$ cat src/rtl/fa_n_bit_pkg.sv
// Shared constants and the reference-sum helper for the fa_n_bit ripple-carry adder.
package fa_n_bit_pkg;

  localparam int FA_N_BIT_DEFAULT_N = 2;
  localparam int FA_N_BIT_REF_W     = 32;

  // Exact (W+1)-bit sum for operands up to FA_N_BIT_REF_W bits wide.
  function automatic logic [FA_N_BIT_REF_W:0] fa_ref_sum(
    input logic [FA_N_BIT_REF_W-1:0] a,
    input logic [FA_N_BIT_REF_W-1:0] b,
    input logic                      rin
  );
    return {1'b0, a} + {1'b0, b} + (FA_N_BIT_REF_W+1)'(rin);
  endfunction

endpackage

$ cat src/rtl/full_adder_cell.sv
// Single-bit full adder; one link of the fa_n_bit carry chain.
module full_adder_cell (
  input  logic a,
  input  logic b,
  input  logic cin,
  output logic s,
  output logic cout
);

  assign s    = a ^ b ^ cin;
  assign cout = (a & b) | (a & cin) | (b & cin);

endmodule

$ cat src/rtl/fa_n_bit.sv
// N-bit ripple-carry adder with registered sum/carry and a valid qualifier.
// Define FA_N_BIT_OVF_EN to add the registered signed-overflow output ovf.
module fa_n_bit
  import fa_n_bit_pkg::*;
#(
  parameter int N = FA_N_BIT_DEFAULT_N
) (
  input  logic         clk,
  input  logic         rst,
`ifdef FA_N_BIT_OVF_EN
  output logic         ovf,
`endif
  output logic         rout,
  output logic [N-1:0] z,
  input  logic         rin,
  input  logic [N-1:0] a,
  input  logic [N-1:0] b,
  input  logic         in_valid,
  output logic         out_valid
);

  logic [N:0]   c;
  logic [N-1:0] s;

  assign c[0] = rin;

  for (genvar i = 0; i < N; i++) begin : g_cell
    full_adder_cell u_cell (
      .a    (a[i]),
      .b    (b[i]),
      .cin  (c[i]),
      .s    (s[i]),
      .cout (c[i+1])
    );
  end

  always_ff @(posedge clk) begin
    if (rst) begin
      z         <= '0;
      rout      <= 1'b0;
      out_valid <= 1'b0;
    end else begin
      out_valid <= in_valid;
      if (in_valid) begin
        z    <= s;
        rout <= c[N];
      end
    end
  end

`ifdef FA_N_BIT_OVF_EN
  // Carry into and out of the sign bit differ exactly on two's-complement overflow.
  always_ff @(posedge clk) begin
    if (rst)           ovf <= 1'b0;
    else if (in_valid) ovf <= c[N] ^ c[N-1];
  end
`endif

endmodule

$ cat config.mk
export PLATFORM = sky130hd
export DESIGN_NAME = fa_n_bit
export DESIGN_NICKNAME = d
export VERILOG_FILES = /design/src/rtl/fa_n_bit_pkg.sv /design/src/rtl/full_adder_cell.sv /design/src/rtl/fa_n_bit.sv
export SDC_FILE = /design/constraint.sdc
export NUM_CORES = 1
export LEC_CHECK = 0
export BUFFER_PORTS_ARGS = -buffer_cell sky130_fd_sc_hd__buf_4
export CAP_MARGIN = 20
export CELL_PAD_IN_SITES_DETAIL_PLACEMENT = 0
export CELL_PAD_IN_SITES_GLOBAL_PLACEMENT = 1
export CORE_AREA = 4 4 41 43
export DETAILED_ROUTE_END_ITERATION = 16
export DIE_AREA = 0 0 45 47
export GPL_TIMING_DRIVEN = 0
export PLACE_DENSITY = 0.49
export SETUP_SLACK_MARGIN = 0.15
export SLEW_MARGIN = 20
export SYNTH_ARGS = -nofsm -noshare
export SYNTH_HDL_FRONTEND = slang
export SYNTH_SLANG_ARGS = --single-unit
$ cat constraint.sdc
create_clock -name clk -period 1.57 [get_ports clk]
set_input_delay 0.3925 -clock clk [delete_from_list [all_inputs] [get_ports clk]]
set_output_delay 0.3925 -clock clk [all_outputs]
set_load 0.03 [all_outputs]
==> out/metrics.cfg <==
[yosys]
seq_area_frac_synth_pct=44.8
post-synth-top-area-fraction_pct=44.8
synth.avg_cell_area_um2=9.94
synthFlopType=dfxtp_1
ys_seq_elements=4
syn-num-nets=28
yosys-top-cells-area=dfxtp_1, fa_1, a211oi_1
yosysUniqueCellTypes=6
ys_warn_count=0
netlist_area_um2=179
synth_edf_count=0
async_reset_ff_share_pct=0
yosysTopAreaCell=dfxtp_1
synthTopCellsByCount=inv_1, dfxtp_1, a211oi_1, nor2_1, fa_1
netlist_instances=18
yosysMostFrequentCell=inv_1

[timing]
drv_slew=0
post-route-min-period_ns=1.39
relSlewSlack_pct=88.6
finalWorstSetupSlack_ns=0.176
skew_ns=0
period_share_pct=88.8
rsz0062_at_grt=no
worst_slew_pin_slew_ns=0.169
fmax_mhz=717
setup_violations=0
finalHoldViolations=0
tns_ns=0
worst_hold_slack_ns=0.354

[floorplan]
coreArea_um2=1300
rows=13
die_h_um=47
chipWidth_um=45
num_io_pins=12
dieArea_um2=2120
start_util_pct=13.8

[place]
place_ws_ns=-0.112
placedCellCount=44
place.gp.congestion=0.680
post_dp_cell_area_um2=290
dp.final_hpwl_um=355
portBuffers=11

[cells_and_area]
fin_nets=44
n_antenna_cell=0
final_util_pct=24.4
stdcell_area_um2=318
stdcell_count=47
syn_to_final_growth_pct=77.6
drive_gt1_share_pct=56.3

[route]
wire_per_inst_um=8.70
drtPass1Iterations=1
route.detailed.drc=0
drt-initial-drc-count=0
num_vias=162
drt_wl_total_um=409
drtAntennaViolNets=0
viasPerCell=3.45

[worst_setup_path]
endpoint_kind=flip-flop
cp.required_ns=1.73
cp-startpoint=rin
arrival_ns=1.55
worstReg2RegStart=rout
cp_max_fo=1
r2r_cells=2
crit_path_top_delay_cell=fa_1
path_class=in2reg
slowest_delay_ns=0.46
worstPathCellList=buf_4 > inv_8 > fa_2 > fa_1 > a211oi_2
r2r_slack_ns=0.93
start_kind=primary input
reg2reg_to=rout

[global_routing]
grt_pass1_wl_um=683
grtUsageMet3_pct=3.83
grt_overflow_total=0
groute.usage.overall_pct=5.07
antenna_found_initial=0
first_global_vias=193
grt_start_max_net_pins=8
use_met2_pct=5.93
groute.layer.met1.usage_pct=4.82
busiest_layer=met4

[power_and_ir_drop]
power.leakage_nw=0.154
peakVddDrop_v=0.000158
power.total_uw=312
p_per_area_nw_per_um2=982

[clock_network]
numCtsBuffers=3
cts_setup_buffers=0
clockBufferDepth=2
cts_tree=yes
hold_buffers=0
cts_root_buf=clkbuf_4
insertion_delay_ns=0.23
clock-sinks=4
h-tree-depth=1
cts.clk_slew.worst_paths_ns=0.04

[min_path]
hold_class=in2reg
whs_path_depth=2
hold_end=z[1]
min_from=rst

[flow_run]
maxCapViolCount=0

[run_status]
outcome=completed

==> critical path: cells and delay by family <==
kind	cells	cell delay, ns
AO/OA/AOI/OAI	1	0.18
adder cells (fa/ha/maj)	2	0.84
buffers and inverters	2	0.14
==> cell usage in the layout, fill, tap and decap left out <==
cell type	Yosys	routed
a211oi_1	3	2
a211oi_2	0	1
buf_4	0	11
clkbuf_4	0	3
dfxtp_1	4	4
fa_1	2	1
fa_2	0	1
inv_1	5	3
inv_2	0	1
inv_8	0	1
nor2_1	3	3
nor2b_1	1	1
==> where the power goes <==
part           total (mW)  switching [mW]  leakage (nW)  internal (mW)
logic              0.0730          0.0387         0.106         0.0343
clock network       0.125          0.0396        0.0138         0.0853
registers           0.114         0.00370        0.0333          0.110
total               0.312          0.0820         0.154          0.230
==> flip-flops by register name (all words and copies together) (netlist names) <==
register	flops
rout	1
out_valid	1
z	2
==> what timing repair did <==
action                                  4_1_cts  5_1_grt
pin swaps                                     0        1
resized for setup                             1        0
endpoints found under the setup margin        1        2
gates cloned                                  0        0
==> layer usage <==
metal  vias to the layer above  part of all wire, %
li1                         84                    -
met1                        66                   37
met2                        12                   39
met3                         0                   24
met4                         0                    0
met5                         -                    0
==> area by class of cell <==
type                            count  area (um^2)
Fill cell                         157          983
Multi-Input combinational cell      9         87.6
Timing Repair Buffer               11         82.6
Sequential cell                     4         80.1
Inverter                            5         26.3
Clock buffer                        3         22.5
Tap cell                           15         18.8
==> kinds of logic after synthesis <==
family / count (synthesis) / synth area share [%]
DFF: 4 / 44.8
and+or+nand+nor: 4 / 9.79
AOI/OAI and AO/OA: 3 / 12.6
buffers and inverters: 5 / 10.5
adders and majority gates: 2 / 22.4
==> how the worst max path moves through the flow <==
stage / endpoint / cells past startpoint
after global routing: z[1] / 5
after detailed placement: z[1] / 5
after global placement: z[1] / 5
final: z[1] / 5
after CTS: z[1] / 5
after floorplan: z[1] / 4
No activity file was read; power rests on OpenSTA's default activity.
